==> src/rtl/mem_arb_2p.sv <==
// rtl/mem_arb_2p.sv - two-master arbiter in front of a single-port valid/ready memory
// Define MEM_ARB_RR_EN for round-robin contention; default build is fixed priority (master 0).
module mem_arb_2p #(
  parameter int WIDTH      = 16,
  parameter int DEPTH      = 64,
  parameter int ADDR_WIDTH = $clog2(DEPTH)
) (
  input  logic                  clk_i,
  input  logic                  rst_i,
  input  logic                  r0_valid_i,
  input  logic                  r0_wr_rd_i,
  input  logic [ADDR_WIDTH-1:0] r0_addr_i,
  input  logic [WIDTH-1:0]      r0_wdata_i,
  input  logic                  r1_valid_i,
  input  logic                  r1_wr_rd_i,
  input  logic [ADDR_WIDTH-1:0] r1_addr_i,
  input  logic [WIDTH-1:0]      r1_wdata_i,
  output logic                  r0_ready_o,
  output logic [WIDTH-1:0]      r0_rdata_o,
  output logic                  r1_ready_o,
  output logic [WIDTH-1:0]      r1_rdata_o,
  output logic                  m_valid_o,
  output logic                  m_wr_rd_o,
  output logic [ADDR_WIDTH-1:0] m_addr_o,
  output logic [WIDTH-1:0]      m_wdata_o,
  input  logic [WIDTH-1:0]      m_rdata_i,
  input  logic                  m_ready_i,
  output logic [1:0]            grant_o,
  output logic                  busy_o
);

`ifdef MEM_ARB_RR_EN
  localparam bit RR_EN = 1'b1;
`else
  localparam bit RR_EN = 1'b0;
`endif

  typedef enum logic [1:0] {IDLE, GRANT, RESP} state_t;

  state_t state, state_next;
  logic   last_grant;
  logic   take;
  logic   win1;

  always_comb begin
    state_next = state;
    take       = 1'b0;
    win1       = 1'b0;
    case (state)
      IDLE: begin
        if (r0_valid_i || r1_valid_i) begin
          take       = 1'b1;
          // last_grant = 1 means master 1 went last, so master 0 wins round-robin contention
          win1       = (r0_valid_i && r1_valid_i) ? (RR_EN & ~last_grant) : r1_valid_i;
          state_next = GRANT;
        end
      end
      GRANT:   if (m_ready_i) state_next = RESP;
      RESP:    state_next = IDLE;
      default: state_next = IDLE;
    endcase
  end

  always_ff @(posedge clk_i) begin
    if (rst_i) begin
      state      <= IDLE;
      last_grant <= 1'b1;
      m_valid_o  <= 1'b0;
      m_wr_rd_o  <= 1'b0;
      m_addr_o   <= '0;
      m_wdata_o  <= '0;
      r0_ready_o <= 1'b0;
      r1_ready_o <= 1'b0;
      r0_rdata_o <= '0;
      r1_rdata_o <= '0;
      grant_o    <= 2'b00;
    end else begin
      state      <= state_next;
      r0_ready_o <= 1'b0;
      r1_ready_o <= 1'b0;
      case (state)
        IDLE: begin
          if (take) begin
            m_valid_o  <= 1'b1;
            m_wr_rd_o  <= win1 ? r1_wr_rd_i : r0_wr_rd_i;
            m_addr_o   <= win1 ? r1_addr_i  : r0_addr_i;
            m_wdata_o  <= win1 ? r1_wdata_i : r0_wdata_i;
            grant_o    <= win1 ? 2'b10 : 2'b01;
            last_grant <= win1;
          end
        end
        GRANT: begin
          if (m_ready_i) begin
            m_valid_o  <= 1'b0;
            r0_ready_o <= grant_o[0];
            r1_ready_o <= grant_o[1];
            if (!m_wr_rd_o) begin
              if (grant_o[0]) r0_rdata_o <= m_rdata_i;
              if (grant_o[1]) r1_rdata_o <= m_rdata_i;
            end
          end
        end
        RESP:    grant_o <= 2'b00;
        default: grant_o <= 2'b00;
      endcase
    end
  end

  assign busy_o = (state != IDLE);

endmodule

==> config.mk <==
export PLATFORM = sky130hd
export DESIGN_NAME = mem_arb_2p
export DESIGN_NICKNAME = d
export VERILOG_FILES = /design/src/rtl/mem_arb_2p.sv
export SDC_FILE = /design/constraint.sdc
export NUM_CORES = 1
export LEC_CHECK = 0
export ABC_AREA = 1
export BUFFER_PORTS_ARGS = -buffer_cell sky130_fd_sc_hd__buf_2
export CAP_MARGIN = 40
export CORE_ASPECT_RATIO = 1.75
export CORE_MARGIN = 8
export CORE_UTILIZATION = 42
export DETAILED_ROUTE_END_ITERATION = 10
export GPL_TIMING_DRIVEN = 0
export PLACE_DENSITY = 0.8
export SYNTH_ARGS = -nofsm -noshare
export SYNTH_HDL_FRONTEND = slang
export SYNTH_SLANG_ARGS = --single-unit
==> constraint.sdc <==
create_clock -name clk_i -period 1.2 [get_ports clk_i]
set_clock_uncertainty 0.2 [all_clocks]
set_input_delay 0.06 -clock clk_i [delete_from_list [all_inputs] [get_ports clk_i]]
set_output_delay 0.06 -clock clk_i [all_outputs]
set_load 0.005 [all_outputs]
==> impl_metrics.json <==
{
  "ys_seq_elements": 62,
  "fin_ws_ns": -0.361,
  "grt_pass1_vias": 3932,
  "worstPathRequired_ns": 1.22,
  "fin_nets": 711,
  "arrival_ns": 1.58,
  "leakagePower_nw": 2.69,
  "cp-start-kind": "flip-flop",
  "drc": 0,
  "place_area_um2": 3580,
  "overflow": 0,
  "fillers": 354,
  "max_freq_mhz": 641,
  "rsz0062_at_grt": "yes",
  "mostFrequentLayoutCell": "buf_2",
  "cp-end-kind": "flip-flop",
  "h-tree-depth": 3,
  "final_hold_viol_count": 0,
  "yosysSeqAreaShare_pct": 44.9,
  "regToRegEndpoint": "m_wdata_o[13]$_SDFFE_PP0P_",
  "crit_path_max_fanout": 8,
  "drive_gt1_share_pct": 43.5,
  "grtUsageTotal_pct": 24.3,
  "clock_path_buffers": 2,
  "grt_max_degree": 11,
  "cts_tree": "built",
  "clk_pin_slew_ns": 0.05,
  "wl_per_cell_um": 19.0,
  "antenna_found_initial": 2,
  "slew_headroom_pct": 51.7,
  "via_per_inst": 5.22,
  "max-cap-violations": 0,
  "worstHoldStart": "r0_valid_i",
  "io_pins": 128,
  "cp_num_cells": 8,
  "holdPathEnd": "m_addr_o[4]$_SDFFE_PP0P_",
  "setup_violations": 60,
  "hold_depth": 6,
  "failed_checks": "negative setup slack",
  "ys_warn_count": 0,
  "syn_nets": 487,
  "die_w_um": 77.3,
  "avgSynthCellArea_um2": 6.58,
  "peakVddDrop_uv": 767,
  "drt_pre_antenna_iters": 8,
  "final_cell_mix": "buf_2 (129), dlygate4sd3_1 (65), inv_1 (62), nor2_1 (62), nand2_1 (60)",
  "rrSetupSlack_ns": -0.36,
  "syn_inst": 420,
  "yosysUniqueCellTypes": 17,
  "cts_root_buffer": "clkbuf_16",
  "antenna_left": 0,
  "drt_iter0_drc": 320,
  "cts_made_buffers": 9,
  "period_minus_slack_ns": 1.56,
  "critical-path-top-delay-family": "simple AND/OR/NAND/NOR gates",
  "synthToLayoutAreaGrowth_pct": 85.9,
  "final_area_um2": 5140,
  "whs_ns": 0.0641,
  "critical_path_buf_inv_count": 3,
  "path_cells": "nor2_4 -> buf_6 -> nand2_8 -> buf_6 -> nand2_1 -> nand3_1 -> nand2_1 -> inv_1",
  "vias": 3819,
  "maxSlewViolCount": 0,
  "drt-total-wl_mm": 13.9,
  "dieArea_um2": 9540,
  "status": "finished with violations",
  "crit_path_top_delay_cell": "dfxtp_4",
  "p_per_area_nw_per_um2": 1200,
  "grt_pass1_wl_mm": 18.6,
  "period_share_pct": 130,
  "worst_r2r_startpoint": "state[1]$_SDFFE_PP0P_",
  "reg2regPathDepth": 8,
  "hpwl_mm": 6.70,
  "setup-tns-final_ns": -12.92,
  "cp_slowest_stage_delay_ns": 0.35,
  "worstSetupPathType": "flip-flop to flip-flop",
  "portBuffers": 127,
  "initial_core_util_pct": 42.9,
  "hold_class": "input pin to flip-flop",
  "clock_latency_ns": 0.32,
  "worst_slew_pin_slew_ns": 0.725,
  "fp-row-count": 39,
  "cts.sinks": 62,
  "die_y_um": 123,
  "coreArea_um2": 6440,
  "worstSetupStartpoint": "state[1]$_SDFFE_PP0P_",
  "gp_congestion": 0.835,
  "syn_area_um2": 2770
}
## per-stage QoR
step	power [mW]	setup WS [ns]	util, %	instances
after global routing	6.35	-0.405	79.8	732
after floorplan	2.81	-0.0880	-	420
after global placement	3.15	-0.221	55.6	629
final	6.18	-0.361	79.8	732
after CTS	5.72	-0.238	71.6	719
after detailed placement	3.17	-0.252	55.6	629
## worst reg2reg max path: cells and delay by family (launching register included)
family	cells	cell delay, ns
and+or+nand+nor	5	0.52
buffers and inverters	3	0.38
DFF	1	0.35
## registers in the layout (all words and copies together), names as in the netlist, 2 cells and up
signal,flops
m_wdata_o,16
m_addr_o,6
r1_rdata_o,16
r0_rdata_o,16
grant_o,2
state,2
## how the worst max path moves through the flow
stage                                             to  slack (ns)
after floorplan             m_addr_o[5]$_SDFFE_PP0P_       -0.09
after global placement      m_addr_o[5]$_SDFFE_PP0P_       -0.22
after detailed placement    m_addr_o[5]$_SDFFE_PP0P_       -0.25
after CTS                                     busy_o       -0.24
after global routing      m_wdata_o[13]$_SDFFE_PP0P_       -0.40
final                     m_wdata_o[13]$_SDFFE_PP0P_       -0.36
## metal layers
| metal | up-vias | wire [um] | track usage (%) |
|---|---|---|---|
| li1 | 1715 | - | - |
| met1 | 1733 | 4730 | 21.7 |
| met2 | 309 | 6940 | 44.3 |
| met3 | 62 | 1570 | 10.3 |
| met4 | 0 | 644 | 15.0 |
| met5 | - | 0 | 0 |
## final cells by class
cell class	instances	area [um2]	area share, %
Tap cell	82	103	2.00
Clock inverter	1	5.00	0.0974
Buffer	22	205	3.99
Clock buffer	14	264	5.14
Sequential cell	62	1250	24.4
Inverter	69	272	5.28
Antenna cell	2	5.00	0.0974
Timing Repair Buffer	213	1530	29.7
Multi-Input combinational cell	267	1510	29.3
## cells by family (layout without fill, tap and decap cells)
family                 after synthesis  after routing  synth area share [%]
other                                0              2                     0
AO/OA/AOI/OAI                       27             27                  4.89
AND/OR/NAND/NOR                    240            240                  36.6
flip-flops                          62             62                  44.9
buffers and inverters               91            319                  13.6
## cells in the mapped netlist
cell type  instances  share of area, %
a21oi_1           27               4.9
buf_1              3              0.41
buf_2             10               1.8
buf_4              6               1.6
clkbuf_1           3              0.41
dfxtp_1           62                45
inv_1             68               9.2
inv_2              1              0.14
nand2_1          114                15
nand2_2            2              0.45
nand2_4            1              0.41
nand3_1           51               9.2
nor2_1            65               8.8
nor2_2             1              0.23
nor2_4             3               1.2
nor3b_1            2              0.54
or2_2              1              0.23
## power breakdown
group | internal (mW) | leakage, nW | switching [mW]
registers | 2.19 | 0.509 | 0.0802
clock network | 1.50 | 0.133 | 0.868
logic | 0.719 | 2.05 | 0.823
## repair_timing
item / 4_1_cts / 5_1_grt
pin swaps: 2 / 18
buffers inserted: 6 / 7
gates resized for setup: 17 / 118
hold buffers: 64 / 1
endpoints found under the hold margin: 60 / 1
setup endpoints to repair: 60 / 60
cloned: 5 / 3
No activity file was read; power rests on OpenSTA's default activity.
